[config.mk]
export PLATFORM = sky130hd
export DESIGN_NAME = bus_hs_update_sampler
export DESIGN_NICKNAME = d
export VERILOG_FILES = /design/src/rtl/bus_hs_update_sampler.sv
export SDC_FILE = /design/constraint.sdc
export NUM_CORES = 1
export LEC_CHECK = 0
export BUFFER_PORTS_ARGS = -buffer_cell sky130_fd_sc_hd__buf_2
export CORE_ASPECT_RATIO = 0.7
export CORE_MARGIN = 4
export CORE_UTILIZATION = 59
export DETAILED_ROUTE_END_ITERATION = 12
export GPL_ROUTABILITY_DRIVEN = 0
export HOLD_SLACK_MARGIN = 0.06
export PLACE_DENSITY = 0.94
export REMOVE_ABC_BUFFERS = 1
export SYNTH_ARGS = -nofsm -noshare
export SYNTH_HDL_FRONTEND = slang
export SYNTH_SLANG_ARGS = --single-unit
[constraint.sdc]
create_clock -name CLK -period 6.2 [get_ports CLK]
set_input_delay 0.31 -clock CLK [delete_from_list [all_inputs] [get_ports CLK]]
set_output_delay 0.31 -clock CLK [all_outputs]
set_load 0.01 [all_outputs]
[src/rtl/bus_hs_update_sampler.sv]
// bus_hs_update_sampler
//   Source-domain front end for the asynchronous bus handshake synchronizer.
//   Candidate words arriving on IN_VLD are optionally filtered against the
//   latest accepted value. They are parked in a one-deep shadow register
//   (SHD/PEND) and moved into the hold register when the handshake is idle.
//   A newer accepted word overwrites a pending one, and that overwrite is
//   counted as a coalesce.
//
// Ports
//   CLK, RST_N       source clock, asynchronous active-low reset
//   IN_DATA/IN_VLD   candidate word and its valid strobe
//   FORCE_SEND       with IN_VLD: accept the word even if it is unchanged
//   HS_DATA/HS_SEND  word and request presented to the synchronizer
//   HS_READY         synchronizer idle/accepting level
//   BUSY             transfer in flight or word pending
//   STAT_SENT        completed transfers (saturating)
//   STAT_COALESCED   accepted words overwritten before being sent (saturating)
//   STAT_CLR         synchronous clear of both counters; wins over increments
module bus_hs_update_sampler #(
    parameter int DATA_WIDTH     = 32,
    parameter int CNT_WIDTH      = 16,
    parameter bit SEND_ON_CHANGE = 1'b1
) (
    input  logic                  CLK,
    input  logic                  RST_N,
    input  logic [DATA_WIDTH-1:0] IN_DATA,
    input  logic                  IN_VLD,
    input  logic                  FORCE_SEND,
    output logic [DATA_WIDTH-1:0] HS_DATA,
    output logic                  HS_SEND,
    input  logic                  HS_READY,
    output logic                  BUSY,
    output logic [CNT_WIDTH-1:0]  STAT_SENT,
    output logic [CNT_WIDTH-1:0]  STAT_COALESCED,
    input  logic                  STAT_CLR
);

    typedef enum logic [1:0] {
        S_IDLE,
        S_SEND,
        S_WAIT_DROP,
        S_WAIT_RISE
    } state_t;

    state_t                  state_q, state_d;
    logic [DATA_WIDTH-1:0]   hold_q, hold_d;
    logic [DATA_WIDTH-1:0]   shd_q, shd_d;
    logic                    pend_q, pend_d;
    logic                    hs_send_q, hs_send_d;
    logic                    busy_q, busy_d;
    logic [CNT_WIDTH-1:0]    sent_q, sent_d;
    logic [CNT_WIDTH-1:0]    coal_q, coal_d;

    logic [DATA_WIDTH-1:0]   ref_val;
    logic                    accept;
    logic                    consume;
    logic                    sent_inc;
    logic                    coal_inc;

    function automatic logic [CNT_WIDTH-1:0] sat_inc(
        input logic [CNT_WIDTH-1:0] cnt,
        input logic                 inc,
        input logic                 clr
    );
        if (clr)
            return '0;
        else if (inc && (cnt != {CNT_WIDTH{1'b1}}))
            return cnt + CNT_WIDTH'(1);
        else
            return cnt;
    endfunction

    always_comb begin
        state_d  = state_q;
        hold_d   = hold_q;
        shd_d    = shd_q;
        pend_d   = pend_q;
        sent_inc = 1'b0;

        // While a word is pending it is the newest accepted value; otherwise
        // the hold register is.
        ref_val = pend_q ? shd_q : hold_q;
        accept  = IN_VLD && (!SEND_ON_CHANGE || FORCE_SEND || (IN_DATA != ref_val));
        consume = (state_q == S_IDLE) && pend_q;

        case (state_q)
            S_IDLE: begin
                if (pend_q) begin
                    hold_d  = shd_q;
                    pend_d  = 1'b0;
                    state_d = S_SEND;
                end
            end
            S_SEND: begin
                if (HS_READY) begin
                    sent_inc = 1'b1;
                    state_d  = S_WAIT_DROP;
                end
            end
            S_WAIT_DROP: begin
                if (!HS_READY)
                    state_d = S_WAIT_RISE;
            end
            S_WAIT_RISE: begin
                if (HS_READY)
                    state_d = S_IDLE;
            end
            default: state_d = S_IDLE;
        endcase

        // A word accepted in the same cycle the pending word is consumed simply
        // becomes the next pending word; nothing was lost, so no coalesce.
        if (accept) begin
            shd_d  = IN_DATA;
            pend_d = 1'b1;
        end
        coal_inc = accept && pend_q && !consume;

        sent_d    = sat_inc(sent_q, sent_inc, STAT_CLR);
        coal_d    = sat_inc(coal_q, coal_inc, STAT_CLR);
        hs_send_d = (state_d == S_SEND);
        busy_d    = (state_d != S_IDLE) || pend_d;
    end

    always_ff @(posedge CLK or negedge RST_N) begin
        if (!RST_N) begin
            state_q   <= S_IDLE;
            hold_q    <= '0;
            shd_q     <= '0;
            pend_q    <= 1'b0;
            hs_send_q <= 1'b0;
            busy_q    <= 1'b0;
            sent_q    <= '0;
            coal_q    <= '0;
        end else begin
            state_q   <= state_d;
            hold_q    <= hold_d;
            shd_q     <= shd_d;
            pend_q    <= pend_d;
            hs_send_q <= hs_send_d;
            busy_q    <= busy_d;
            sent_q    <= sent_d;
            coal_q    <= coal_d;
        end
    end

    assign HS_DATA        = hold_q;
    assign HS_SEND        = hs_send_q;
    assign BUSY           = busy_q;
    assign STAT_SENT      = sent_q;
    assign STAT_COALESCED = coal_q;

endmodule
-- Word-level counts from Yosys, hierarchy flattened
Index checks and enable logic that the tools add are counted.
- add/subtract/negate cells: 2
- equality and inequality tests: 7
- multiplexer cells: 14
- reduce and logical (&&, ||, !) cells: 13
- operators with widths (kind ; count):
    2-to-1 mux 16 bit ; 4
    adder 16 x 1 -> 16 bit, second input constant ; 2
    2-to-1 mux 32 bit ; 1
    inequality test 16 bit, second input constant ; 2
    inequality test 32 bit ; 1
    2-to-1 mux 2 bit ; 4
    case mux 2 bit (4 select lines) ; 1
    logical AND 1 bit ; 6
    nonzero test 2 bit ; 3
    equality test 2 x 1 -> 1 bit, second input constant ; 2
    equality test 2 bit, second input constant ; 2
    2-to-1 mux 1 bit ; 4
    zero test 2 bit ; 1
    logical OR 1 bit ; 2
    zero test 1 bit ; 1
- flip-flop bits (word level): 101
- input bits: 38
- output and inout port bits: 66
- logic and storage cells: 44

-- Logic depth before layout (Yosys ltp)
- word-level depth: 9
- depth in mapped cells: 11

-- Least setup slack after synthesis
No wires, ideal clock.
- kind: register -> register
- start point: register pend_q
- end point: register shd_q[10]
- setup time: 127 ps
- data arrival time: 2488 ps
- required time: 6073 ps
- setup slack: 3584 ps
- cell stages (with the launch flop): 11
- buffers on the path: 4
- period minus slack after synthesis: 2616 ps
- path through: dfrtp_1 -> buf_6 -> buf_2 -> mux2i_1 -> xnor2_1 -> nor4_1 -> nand4_1 -> o41ai_4 -> buf_6 -> buf_6 -> mux2_1
- longest elaborated chain between the ends: 4
- ends and longest elaborated chain (element ; RTL line ; source):
    start, declared ; 48 ; logic pend_q, pend_d;
    start signal, assigned ; 139 ; pend_q <= pend_d;
    2-to-1 mux 32 bit ; - ;
    inequality test 32 bit ; 83 ; accept = IN_VLD && (!SEND_ON_CHANGE || FORCE_SEND || (IN_DATA != ref_val));
    logical OR 1 bit ; 83 ;
    logical AND 1 bit ; 83 ;
    end signal, assigned ; 129 ; shd_q <= '0;
    end signal, assigned ; 138 ; shd_q <= shd_d;
    end, declared ; 47 ; logic [DATA_WIDTH-1:0] shd_q, shd_d;
Every way passes these cells.
A chain may end at the register's enable or synchronous reset.

-- Worst setup path after layout
- start point: register pend_q
- end point: register coal_q[4], in the netlist STAT_COALESCED[4]
- longest elaborated chain between the ends: 8
- ends and longest elaborated chain (element ; RTL line ; source):
    2-to-1 mux 32 bit ; - ;
    inequality test 32 bit ; 83 ;
    logical OR 1 bit ; 83 ;
    logical AND 1 bit ; 83 ;
    logical AND 1 bit ; 117 ; coal_inc = accept && pend_q && !consume;
    logical AND 1 bit * ; 117 ;
    logical AND 1 bit * ; 67 ; else if (inc && (cnt != {CNT_WIDTH{1'b1}}))
    nonzero test 2 bit (no source line) * ; - ;
    end signal, assigned ; 143 ; coal_q <= coal_d;
    end, declared ; 52 ; logic [CNT_WIDTH-1:0] coal_q, coal_d;
Mark *: on every way between the ends. The rest lies on a longest branch, timed or not.

==> flow_summary.yaml <==
timing:
  finalSetupViolations: 0
  relSlewSlack: 0.2870
  slew_viol_final: 0
  worst_case_clock_skew_ns: 0.008808
  final_hold_viol_count: 0
  fin_crit_sh: 0.6393
  period_minus_slack_ns: 3.964
  maxClockFrequency_mhz: 252.3
  layout_setup_ws_ns: 2.236
  fin_worst_hold_slack_ns: 0.1783
  unrepaired_setup_endpoints_after_global_routing: "no"
  tns_ns: 0
  worstMarginPinSlew_ns: 1.070
worst_setup_path:
  crit_path_max_incr_delay_ns: 1.06
  critPathRequiredTime_ns: 6.43
  worst_path_most_repeated_cell: "nor4_1"
  critPathKind: "flop to flop"
  worst-path-max-fanout: 49
  critPathCaptureType: "flop"
  cp_slowest_cell: "dfrtp_2"
  family_of_cells_with_the_greatest_summed_delay_on_the_critical_path: "flip-flops"
  setup.worst_path.start_class: "flop"
  worstPathCellList: "mux2i_1 > xnor2_1 > nor4_1 > nand4_1 > o41ai_4 > buf_12 > nor4_1 > mux2_4"
  critical_path_buf_inv_count: 1
  timing.critical_path.arrival_ns: 4.19
global_routing:
  number_of_global_route_vias_before_repair: 3554
  grt_pass1_wl_um: 18000
  global_route.usage.total: 0.2236
  grt_max_degree: 75
  grt_overflow_total: 0
  antenna_found_initial: 0
detailed_routing:
  drt-pass1-iter-count: 4
  postRouteAntennaNets: 0
  drc: 0
  num_vias: 3553
  vias_per_cell: 5.796
  initialDrtViolationCount: 276
  detail_route.wl_per_cell_um: 17.76
  drt_wl_total_um: 10890
synthesis:
  synth_top_family_by_area: "multiplexers"
  yosys.area_share.simple: 0.1187
  synth-edff-count: 0
  synth_adder_area_share: 0.004986
  synth_cells: 410
  syn_area_per_cell_um2: 12.24
  post_synth_mux_area_share: 0.2214
  synth-xor-area-share: 0.08202
  synth_compound_gate_area_share: 0.03939
  netlist-cell-type-count: 38
  async_reset_ff_frac: 1.000
  portion_of_the_post_synthesis_area_used_by_sequential_elements: 0.5036
  ys_seq_elements: 101
  post_synthesis_cell_area_mm2: 0.005019
  ys_warn_count: 0
  ys.flop_type: "dfrtp_1"
die:
  coreArea_mm2: 0.008074
  boundaryPins: 104
  fp.dieArea_mm2: 0.01007
  number_of_placement_rows: 27
  die_h_um: 85.17
  initial_core_util: 0.6216
  die_outline_width_um: 118.2
status:
  run_status: "complete, no violations"
layout:
  layout_commonest_cell: "buf_2"
  syn2layout_area_growth_pct: 16.80
  drive_gt1_frac: 0.3281
  finalCoreUtilization: 0.7260
  mostFrequentLayoutCells: "buf_2, dfrtp_1, mux2_2"
  final_net_count: 547
  antenna_cells_inserted: 0
power:
  power.internal_w: 0.001462
  power.density_cell_area_mw_per_mm2: 363.5
  switching_share: 0.3141
  power.clock.fraction: 0.259
  p_leak_nw: 2.814
  report.power.total_w: 0.002131
  pwr-share-seq: 0.447
  worst_ir_drop_vdd_mv: 0.2469
  share_comb_of_total_power: 0.294
  switchingPower_w: 0.0006692
placed_design:
  placement.io_buffers: 103
  dpl_worst_slack_ns: 2.249
  detailedPlacementHpwl_um: 7557
clock_network:
  clock_transition_at_the_registers_of_the_reported_paths_ns: 0.06
  cts_tree: "yes"
  clock-root-buffer: "clkbuf_16"
  cts.htree.levels: 3
  cts.sinks: 101
  post_cts.resized_instances: 0
  ctsLongestPathBuffers: 2
  clock_latency_ns: 0.34
  cts.hold.buffers_added: 1
  post-cts-setup-buffer-count: 0
  cts_buffers: 9
job:
  cap_viol_max_count: 0
hold_path:
  min-delay-path-class: "input port to flop"
-- final cells by class --
cell class / count / area [µm²]
clock buffer: 15 / 257.7
clock inverter: 1 / 30.03
fill: 563 / 2212
inverter: 2 / 7.507
multi-input combinational: 286 / 2349
sequential: 101 / 2529
tap: 101 / 126.4
timing repair buffer: 107 / 563.0
-- synth_stat cells (4+ instances only) --
library cell  number  share of area
o31ai_1            8          0.012
mux2_4             4          0.012
a21oi_1            9         0.0090
and3_1             8          0.010
or4_1              9          0.013
mux2_1            28          0.063
xor2_1            19          0.033
mux2_2            36          0.081
nand4_1            7         0.0087
mux2i_1           33          0.066
nor2b_1            5         0.0062
dfrtp_1          101           0.50
nor2_1            24          0.018
buf_6              8          0.018
clkbuf_1          10         0.0075
nand2_1           20          0.015
nand3_1           10          0.010
nor4_1            10          0.012
xnor2_1           28          0.049
-- registers in the layout, summed over array words and instances, names as in the netlist --
signal / count
BUSY: 1
HS_DATA: 32
HS_SEND: 1
STAT_COALESCED: 16
STAT_SENT: 16
pend_q: 1
shd_q: 32
state_q: 2
-- power groups by stage --
| stage | clock, W | combinational (W) | sequential [W] |
|---|---|---|---|
| after global placement | 0 | 0.000605 | 0.000951 |
| after floorplan | 0 | 0.000355 | 0.000983 |
| after CTS | 0.000565 | 0.000636 | 0.000952 |
| after detailed placement | 0 | 0.000629 | 0.000960 |
| final | 0.000553 | 0.000626 | 0.000953 |
| after global routing | 0.000597 | 0.000680 | 0.000972 |
-- worst paths after layout --
kind                                 from                end  slack, ns  cells past startpoint
max in group asynchronous           RST_N             pend_q       4.48                      3
worst max register to register     pend_q  STAT_COALESCED[4]       2.24                      8
worst max-delay path               pend_q  STAT_COALESCED[4]       2.24                      8
worst min-delay path             HS_READY         state_q[0]       0.18                      2
worst min register to register  shd_q[27]          shd_q[27]       0.52                      1
min in group asynchronous           RST_N         HS_DATA[7]       0.43                      2
-- worst register-to-register path, cell delays in order, from the launching register on --
cell and delay, ns:
dfrtp_2 1.06, mux2i_1 0.34, xnor2_1 0.10, nor4_1 0.37, nand4_1 0.24, o41ai_4 0.99
buf_12 0.33, nor4_1 0.13, mux2_4 0.30
-- cells by family after synthesis --
kind of cell / after synthesis
fa+ha+maj: 2
buf+inv: 23
xor+xnor: 47
simple gates: 110
compound gates: 26
mux: 101
flops: 101
-- routing by layer --
metal	up-vias	global-route usage	part of all wire
li1	1652	-	-
met1	1794	0.3049	0.45
met2	97	0.3587	0.49
met3	10	0.06329	0.050
met4	0	0.05319	0.0075
met5	-	0	0
-- stage by stage --
step,std cells,cell area [µm²]
2_1_floorplan,389,4876
3_3_place_gp,596,5564
3_5_place_dp,596,5564
4_1_cts,613,5862
5_1_grt,613,5862
6_report,613,5862
Power figures use the tool's default switching activity.
